File: src/rtl/guess_pkg.sv
// Shared types for the guessing-game player: FSM state encoding and default width.
`default_nettype none
`timescale 1ns/1ps

package guess_pkg;

  localparam int DEFAULT_WIDTH = 3;

  typedef enum logic [2:0] {
    IDLE  = 3'd0,
    ASK   = 3'd1,
    CHECK = 3'd2,
    DONE  = 3'd3,
    FAIL  = 3'd4
  } guesser_state_t;

endpackage

`default_nettype wire

File: src/rtl/auto_guesser.sv
// Binary-search player: issues guesses to a comparator oracle, narrows [lo,hi]
// from lt/eq/gt feedback and reports the secret plus the number of guesses.
`default_nettype none
`timescale 1ns/1ps

module auto_guesser
  import guess_pkg::*;
#(
  parameter int WIDTH = DEFAULT_WIDTH,
  parameter int CNT_W = $clog2(WIDTH + 2)
) (
  input  logic             clk,
  input  logic             reset_n,
  input  logic             start,
  output logic [WIDTH-1:0] guess,
  output logic             guess_valid,
  input  logic             fb_valid,
  input  logic             is_lt,
  input  logic             is_eq,
  input  logic             is_gt,
  output logic             done,
  output logic             fail,
  output logic [WIDTH-1:0] found,
  output logic [CNT_W-1:0] guess_count
);

  // Bounds carry one extra bit so lo past the top or hi below zero is visible.
  localparam logic [WIDTH:0] HI_INIT = {1'b0, {WIDTH{1'b1}}};

  guesser_state_t   state_q;
  logic [WIDTH-1:0] guess_q;
  logic [WIDTH-1:0] found_q;
  logic [WIDTH:0]   lo_q;
  logic [WIDTH:0]   hi_q;
  logic [CNT_W-1:0] cnt_q;
  logic             done_q;
  logic             fail_q;

  logic [WIDTH:0]   lo_inc_d;
  logic [WIDTH:0]   hi_dec_d;
  logic [WIDTH:0]   sum_d;
  logic             fb_onehot_d;

  assign lo_inc_d    = {1'b0, guess_q} + (WIDTH+1)'(1);
  assign hi_dec_d    = {1'b0, guess_q} - (WIDTH+1)'(1);
  assign sum_d       = lo_q + hi_q;
  assign fb_onehot_d = $onehot({is_lt, is_eq, is_gt});

  always_ff @(posedge clk or negedge reset_n) begin
    if (!reset_n) begin
      state_q <= IDLE;
      guess_q <= '0;
      found_q <= '0;
      lo_q    <= '0;
      hi_q    <= HI_INIT;
      cnt_q   <= '0;
      done_q  <= 1'b0;
      fail_q  <= 1'b0;
    end else begin
      case (state_q)
        IDLE, DONE, FAIL: begin
          if (start) begin
            lo_q    <= '0;
            hi_q    <= HI_INIT;
            guess_q <= HI_INIT[WIDTH:1];
            cnt_q   <= CNT_W'(1);
            done_q  <= 1'b0;
            fail_q  <= 1'b0;
            state_q <= ASK;
          end
        end
        ASK: begin
          if (fb_valid) begin
            if (!fb_onehot_d) begin
              fail_q  <= 1'b1;
              state_q <= FAIL;
            end else if (is_eq) begin
              found_q <= guess_q;
              done_q  <= 1'b1;
              state_q <= DONE;
            end else if (is_lt) begin
              lo_q    <= lo_inc_d;
              state_q <= CHECK;
            end else begin
              hi_q    <= hi_dec_d;
              state_q <= CHECK;
            end
          end
        end
        CHECK: begin
          if ((lo_q > hi_q) || hi_q[WIDTH]) begin
            fail_q  <= 1'b1;
            state_q <= FAIL;
          end else begin
            // Both bounds fit in WIDTH bits here, so the sum cannot overflow.
            guess_q <= sum_d[WIDTH:1];
            cnt_q   <= cnt_q + CNT_W'(1);
            state_q <= ASK;
          end
        end
        default: state_q <= IDLE;
      endcase
    end
  end

  assign guess       = guess_q;
  assign guess_valid = (state_q == ASK);
  assign done        = done_q;
  assign fail        = fail_q;
  assign found       = found_q;
  assign guess_count = cnt_q;

endmodule

`default_nettype wire

File: config.mk
export PLATFORM = sky130hd
export DESIGN_NAME = auto_guesser
export DESIGN_NICKNAME = d
export VERILOG_FILES = /design/src/rtl/guess_pkg.sv /design/src/rtl/auto_guesser.sv
export SDC_FILE = /design/constraint.sdc
export NUM_CORES = 1
export LEC_CHECK = 0
export ABC_AREA = 0
export CAP_MARGIN = 20
export CORE_MARGIN = 5
export CORE_UTILIZATION = 53
export CTS_BUF_LIST = sky130_fd_sc_hd__clkbuf_4 sky130_fd_sc_hd__clkbuf_8
export DETAILED_ROUTE_END_ITERATION = 8
export PLACE_DENSITY = 0.76
export SYNTH_ARGS = -nofsm -noshare
export SYNTH_HDL_FRONTEND = slang
export SYNTH_SLANG_ARGS = --single-unit
File: constraint.sdc
create_clock -name clk -period 3.4 [get_ports clk]
set_clock_uncertainty 0.1 [all_clocks]
set_input_delay 1.02 -clock clk [delete_from_list [all_inputs] [get_ports clk]]
set_output_delay 1.02 -clock clk [all_outputs]
set_load 0.01 [all_outputs]
* Yosys cells after proc, flatten, opt, wreduce, memory -nomap -nowiden
Cells that the tools add are included.
** Word-level totals
- Register bits :: 22
- Output and inout port bits :: 12
** Cells by class
- Add/subtract/negate cells :: 6
- $lt $le $gt $ge :: 1
- Equal/unequal tests :: 15
- Multiplexer cells :: 32
- Reduce and logical (&&, ||, !) cells :: 13
** Operators with widths (count)
- two-way mux 4 bit :: 10
- two-way mux 3 bit :: 7
- one-hot mux 4 bit (2 select lines) :: 2
- inequality test 2 bit, second input constant :: 6
- one-hot mux 3 bit (2 select lines) :: 2
- AND reduction 6 bit :: 2
- AND reduction 5 bit :: 2
- one-hot mux 3 bit (3 select lines) :: 1
- two-way mux 1 bit :: 8
- inequality test 2 x 1 -> 1 bit, second input constant :: 4
- equality test 3 x 2 -> 1 bit, second input constant :: 2
- adder 3 x 1 -> 4 bit, second input constant :: 1
- adder 4 bit :: 1
- > comparator 4 bit :: 1
- AND reduction 4 bit :: 1
- nonzero test 2 bit :: 2
- subtractor 3 x 1 -> 4 bit, second input constant :: 1
- adder 3 x 1 -> 3 bit, second input constant :: 1
- equality test 3 x 1 -> 1 bit, second input constant :: 1
- equality test 3 bit, second input constant :: 1
- zero test 3 bit :: 1
- one-hot mux 1 bit (3 select lines) :: 1
- AND reduction 3 bit :: 1
- nonzero test 3 bit :: 1
- other kinds (7) :: 7

* Depth between registers and ports, before layout
Gate-level depths: netlist of the first run.
- Word-level depth :: 6
- Gate-level depth with buffers :: 7
- Gate-level depth less buffers :: 6

* Least setup slack after synthesis of the first run
No wires, ideal clock.
- Path kind :: input to register
- Start point :: input is_lt
- End point :: register found_q[2], in the netlist found[2]
- Setup time :: 0.125 ns
- Data arrival time :: 2.467 ns
- Data required time :: 3.175 ns
- Slack :: 0.708 ns
- Stages on the path :: 6
- Path buffers :: 0
- Cell sequence :: inv_1 fa_1 nor2b_1 nand3_1 nor2_1 mux2_2
** On the way
- Word-level cells in the longest chain between the ends :: 3
** Ends and longest elaborated chain
- from (decl) :: line auto_guesser.sv:18 : input logic is_lt,
- adder 2 x 1 -> 2 bit (implied by the code) :: line auto_guesser.sv:47 : assign fb_onehot_d = $onehot({is_lt, is_eq, is_gt});
- equality test 2 x 1 -> 1 bit :: line auto_guesser.sv:47
- AND reduction 4 bit (no source line)
- to (signal assigned) :: line auto_guesser.sv:78 : found_q <= guess_q;
- to (decl) :: line auto_guesser.sv:32 : logic [WIDTH-1:0] found_q;
No other way between the ends.
A chain may end at the register's enable or synchronous reset.

* Worst setup path in the final report of the first run
- Start point :: register state_q[1]
- End point :: output guess_valid
** On the way
- Word-level cells in the longest chain between the ends :: 1
** Ends and longest elaborated chain
- from (decl) :: line auto_guesser.sv:30 : guesser_state_t state_q;
- from (signal assigned) :: line auto_guesser.sv:51 : state_q <= IDLE;
- from (signal assigned) :: line auto_guesser.sv:69 : state_q <= ASK;
- from (signal assigned) :: line auto_guesser.sv:76 : state_q <= FAIL;
- equality test 3 x 1 -> 1 bit :: line auto_guesser.sv:107 : assign guess_valid = (state_q == ASK);
- to (decl) :: line auto_guesser.sv:16 : output logic guess_valid,
No other way between the ends.

==> impl_metrics.toml, run 1 <==
[layout]
finalNetCount = 181
fin_cells = 192
final_core_util_pct = 63.30
layout_common_cells = "19 x dfrtp_1, 18 x clkdlybuf4s50_1, 12 x inv_1"
diodes = 0
syn2layout_area_growth_pct = 17.08
layout_commonest_cell = "dfrtp_1"
layout-drive-gt1-share_pct = 11.80

[global_routing]
grt_pass1_wl_mm = 5.513
grt_pass1_vias = 1125
grt_max_degree = 23
grt_use_total_pct = 16.99
gr-total-overflow = 0
antenna_found_initial = 0

[timing]
fin_crit_sh_pct = 94.63
worstMarginPinSlew_ns = 0.6186
fin_ws_ns = 0.1826
finalSetupViolCount = 0
fin_setup_tns_ns = 0
fin_crit_ns = 3.217
max_clock_freq_mhz = 310.8
finalHoldViolCount = 0
maxSlewHeadroom_pct = 58.42
rsz0062_at_grt = "no"
drv_slew = 0

[power_and_ir_drop]
pwr-share-comb_pct = 51.2
p_sw_share_pct = 40.34
power_report.internal_total_mw = 0.6816
powerDensity_mw_per_mm2 = 666.0
p_sw_mw = 0.4609
power.share.clock_pct = 12.9
p_leak_nw = 0.7916
irDropWorstVdd_mv = 0.4768
pwr-share-seq_pct = 36.0

[placement]
dp_hpwl_mm = 2.436
dp_slack_ns = 0.1458
port_buffers = 18
dp.cells = 188
globalplace.congestion = 0.9382

[floorplan]
dieHeight_um = 62.58
rows = 19
die-area_mm2 = 0.003916
core-area_mm2 = 0.002710
fp.dieW_um = 62.58
start_util_pct = 54.06
ios = 19

[synth]
synth_cell_types = 53
synth_edf_count = 0
syn_avg_cell_area_um2 = 10.47
yosys_register_bits = 22
synth-main-ff-cell = "dfrtp_1"
syn_area_mm2 = 0.001465
ys_seq_area_share_pct = 37.83
yosysTopAreaCellShare_pct = 32.45
synth_cells = 140
ys_warn_count = 0
synth_nets = 159
synth_area_leaders = "dfrtp_1 32%, ha_1 8.5%, dfstp_2 5.4%, inv_1 3.1%, mux2_1 3.1%"
yosys.area.top_type = "dfrtp_1"
async_flop_share_pct = 100.0

[detailed_routing]
wl_per_cell_um = 16.67
drc_errors = 0
wl_mm = 3.201
final_antenna_net_count = 0
drt_iter0_markers = 65
routed-via-count = 1159
drt-vias-per-instance = 6.036
firstDrtPassIters = 4

[worst_hold_path]
hold_path.class = "reg -> reg"

[clock_tree]
h-tree-depth = 1
clock_path_buffers = 2
clk_pin_slew_worst_paths_ns = 0.13
cts_setup_buffers = 0
cts_root_buf = "clkbuf_4"
clk_latency_ns = 0.31
cts_tree = "yes"
cts_resized = 0
clock_sink_count = 22
cts_buffers = 3
hold_buffers = 0

[critical_path]
cpMaxStageDelayCell = "or3b_1"
path_cells = "or3b_1 > inv_2 > clkdlybuf4s50_1"
critical_path_required_ns = 2.28
cp-start-kind = "flop"
critPathArrivalTime_ns = 2.10
crit_type = "reg -> out"
cp_top_family = "buffers and inverters"
cp_max_fo = 11
critPathMaxStageDelay_ns = 0.56
endpoint_kind = "output port"
crit_buf_inv = 2

[outcome]
status = "completed"

[flow_run]
cap_violations = 0
-- through the flow --
step | power, mW | hold WS (ns) | area, um^2
after global routing | 1.230 | 0.4385 | 1715
after global placement | 0.9822 | 0.3823 | 1679
after floorplan | 0.8129 | 0.3745 | 1465
after detailed placement | 0.9982 | 0.3740 | 1679
after CTS | 1.150 | 0.4133 | 1715
final | 1.142 | 0.4130 | 1715
-- flip-flops by register name, indices dropped and copies added, names as in the netlist --
name and count:
hi_q 4, lo_q 4, found 3, guess 3, guess_count 3, state_q 3, done 1, fail 1
-- worst register-to-register path, delay by kind of cell (launching register included) --
family	cells	cell delay, ns
flip-flops	1	0.58
buffers and inverters	1	0.05
AND/OR/NAND/NOR	2	0.75
AO/OA/AOI/OAI	2	0.43
adder cells (fa/ha/maj)	1	0.31
-- final timing paths --
check	end	from	slack [ns]	cells after the start
setup / recovery	guess_valid	state_q[1]$_DFFE_PN0P_	0.18	3
hold / removal	found[1]$_DFFE_PN0P_	found[1]$_DFFE_PN0P_	0.41	1
setup reg to reg	guess[1]$_DFFE_PN0P_	hi_q[1]$_DFFE_PN1P_	1.03	6
hold reg to reg	found[1]$_DFFE_PN0P_	found[1]$_DFFE_PN0P_	0.41	1
max in group asynchronous	hi_q[1]$_DFFE_PN1P_	reset_n	1.97	2
min in group asynchronous	lo_q[3]$_DFFE_PN0P_	reset_n	0.94	2
-- power by group through the flow --
stage / Combinational, mW / Clock [mW] / Sequential [mW]
3_3_place_gp: 0.572 / 0 / 0.410
3_5_place_dp: 0.584 / 0 / 0.414
5_1_grt: 0.642 / 0.162 / 0.426
4_1_cts: 0.590 / 0.150 / 0.410
6_report: 0.585 / 0.147 / 0.411
2_1_floorplan: 0.412 / 0 / 0.401
-- cells by family (layout without fill, tap and decap cells) --
group	Yosys count	after routing	share of synthesized area (%)
DFF	22	22	37.83
buffers and inverters	17	38	5.208
adders and majority gates	12	12	11.27
xor gates and xnor gates	4	4	2.392
muxes	12	12	9.649
and+or+nand+nor	42	42	15.97
AOI/OAI and AO/OA	31	31	17.68
-- per-layer routing --
layer | part of all wire, % | global-route usage [%]
met2 | 48 | 27.59
met5 | 0 | 0
met4 | 0.84 | 4.775
met1 | 47 | 23.08
met3 | 4.7 | 3.058
-- cells in the mapped netlist, types with 2 or more instances --
cell	number
a211oi_1	2
a21o_1	2
a21oi_1	2
a31oi_1	2
a32o_1	2
a32oi_1	2
and2_1	2
dfrtp_1	19
dfstp_2	3
fa_1	2
ha_1	10
inv_1	12
mux2_1	4
mux2_4	3
mux2i_1	4
nand2_1	11
nand2b_1	3
nand3b_1	2
nand4_1	2
nor2_1	7
nor2b_1	4
nor3_1	2
nor3b_1	2
o21ai_1	3
o31ai_1	2
or3b_1	2
xor2_1	3
-- final cells by class --
cell class | count | area [um^2]
clock buffers | 4 | 36.28
fillers | 232 | 994.7
inverters | 13 | 48.80
multi-input cells | 101 | 834.6
flip-flops and latches | 22 | 554.3
well taps | 31 | 38.79
repair buffers | 21 | 202.7
Power figures use the tool's default switching activity.
==> run 2, diff against run 1 <==
ABC_AREA = unset   (was 0)
ABC_CLOCK_PERIOD_IN_PS = 3400   (was unset)
==> results of run 2 <==
Final layout, timing and power as in run 1 (identical DEF).
==> run 3, diff against run 2 <==
CTS_CLUSTER_DIAMETER = 100   (was unset)
==> results of run 3 <==
Final layout, timing and power as in run 1 (identical DEF).
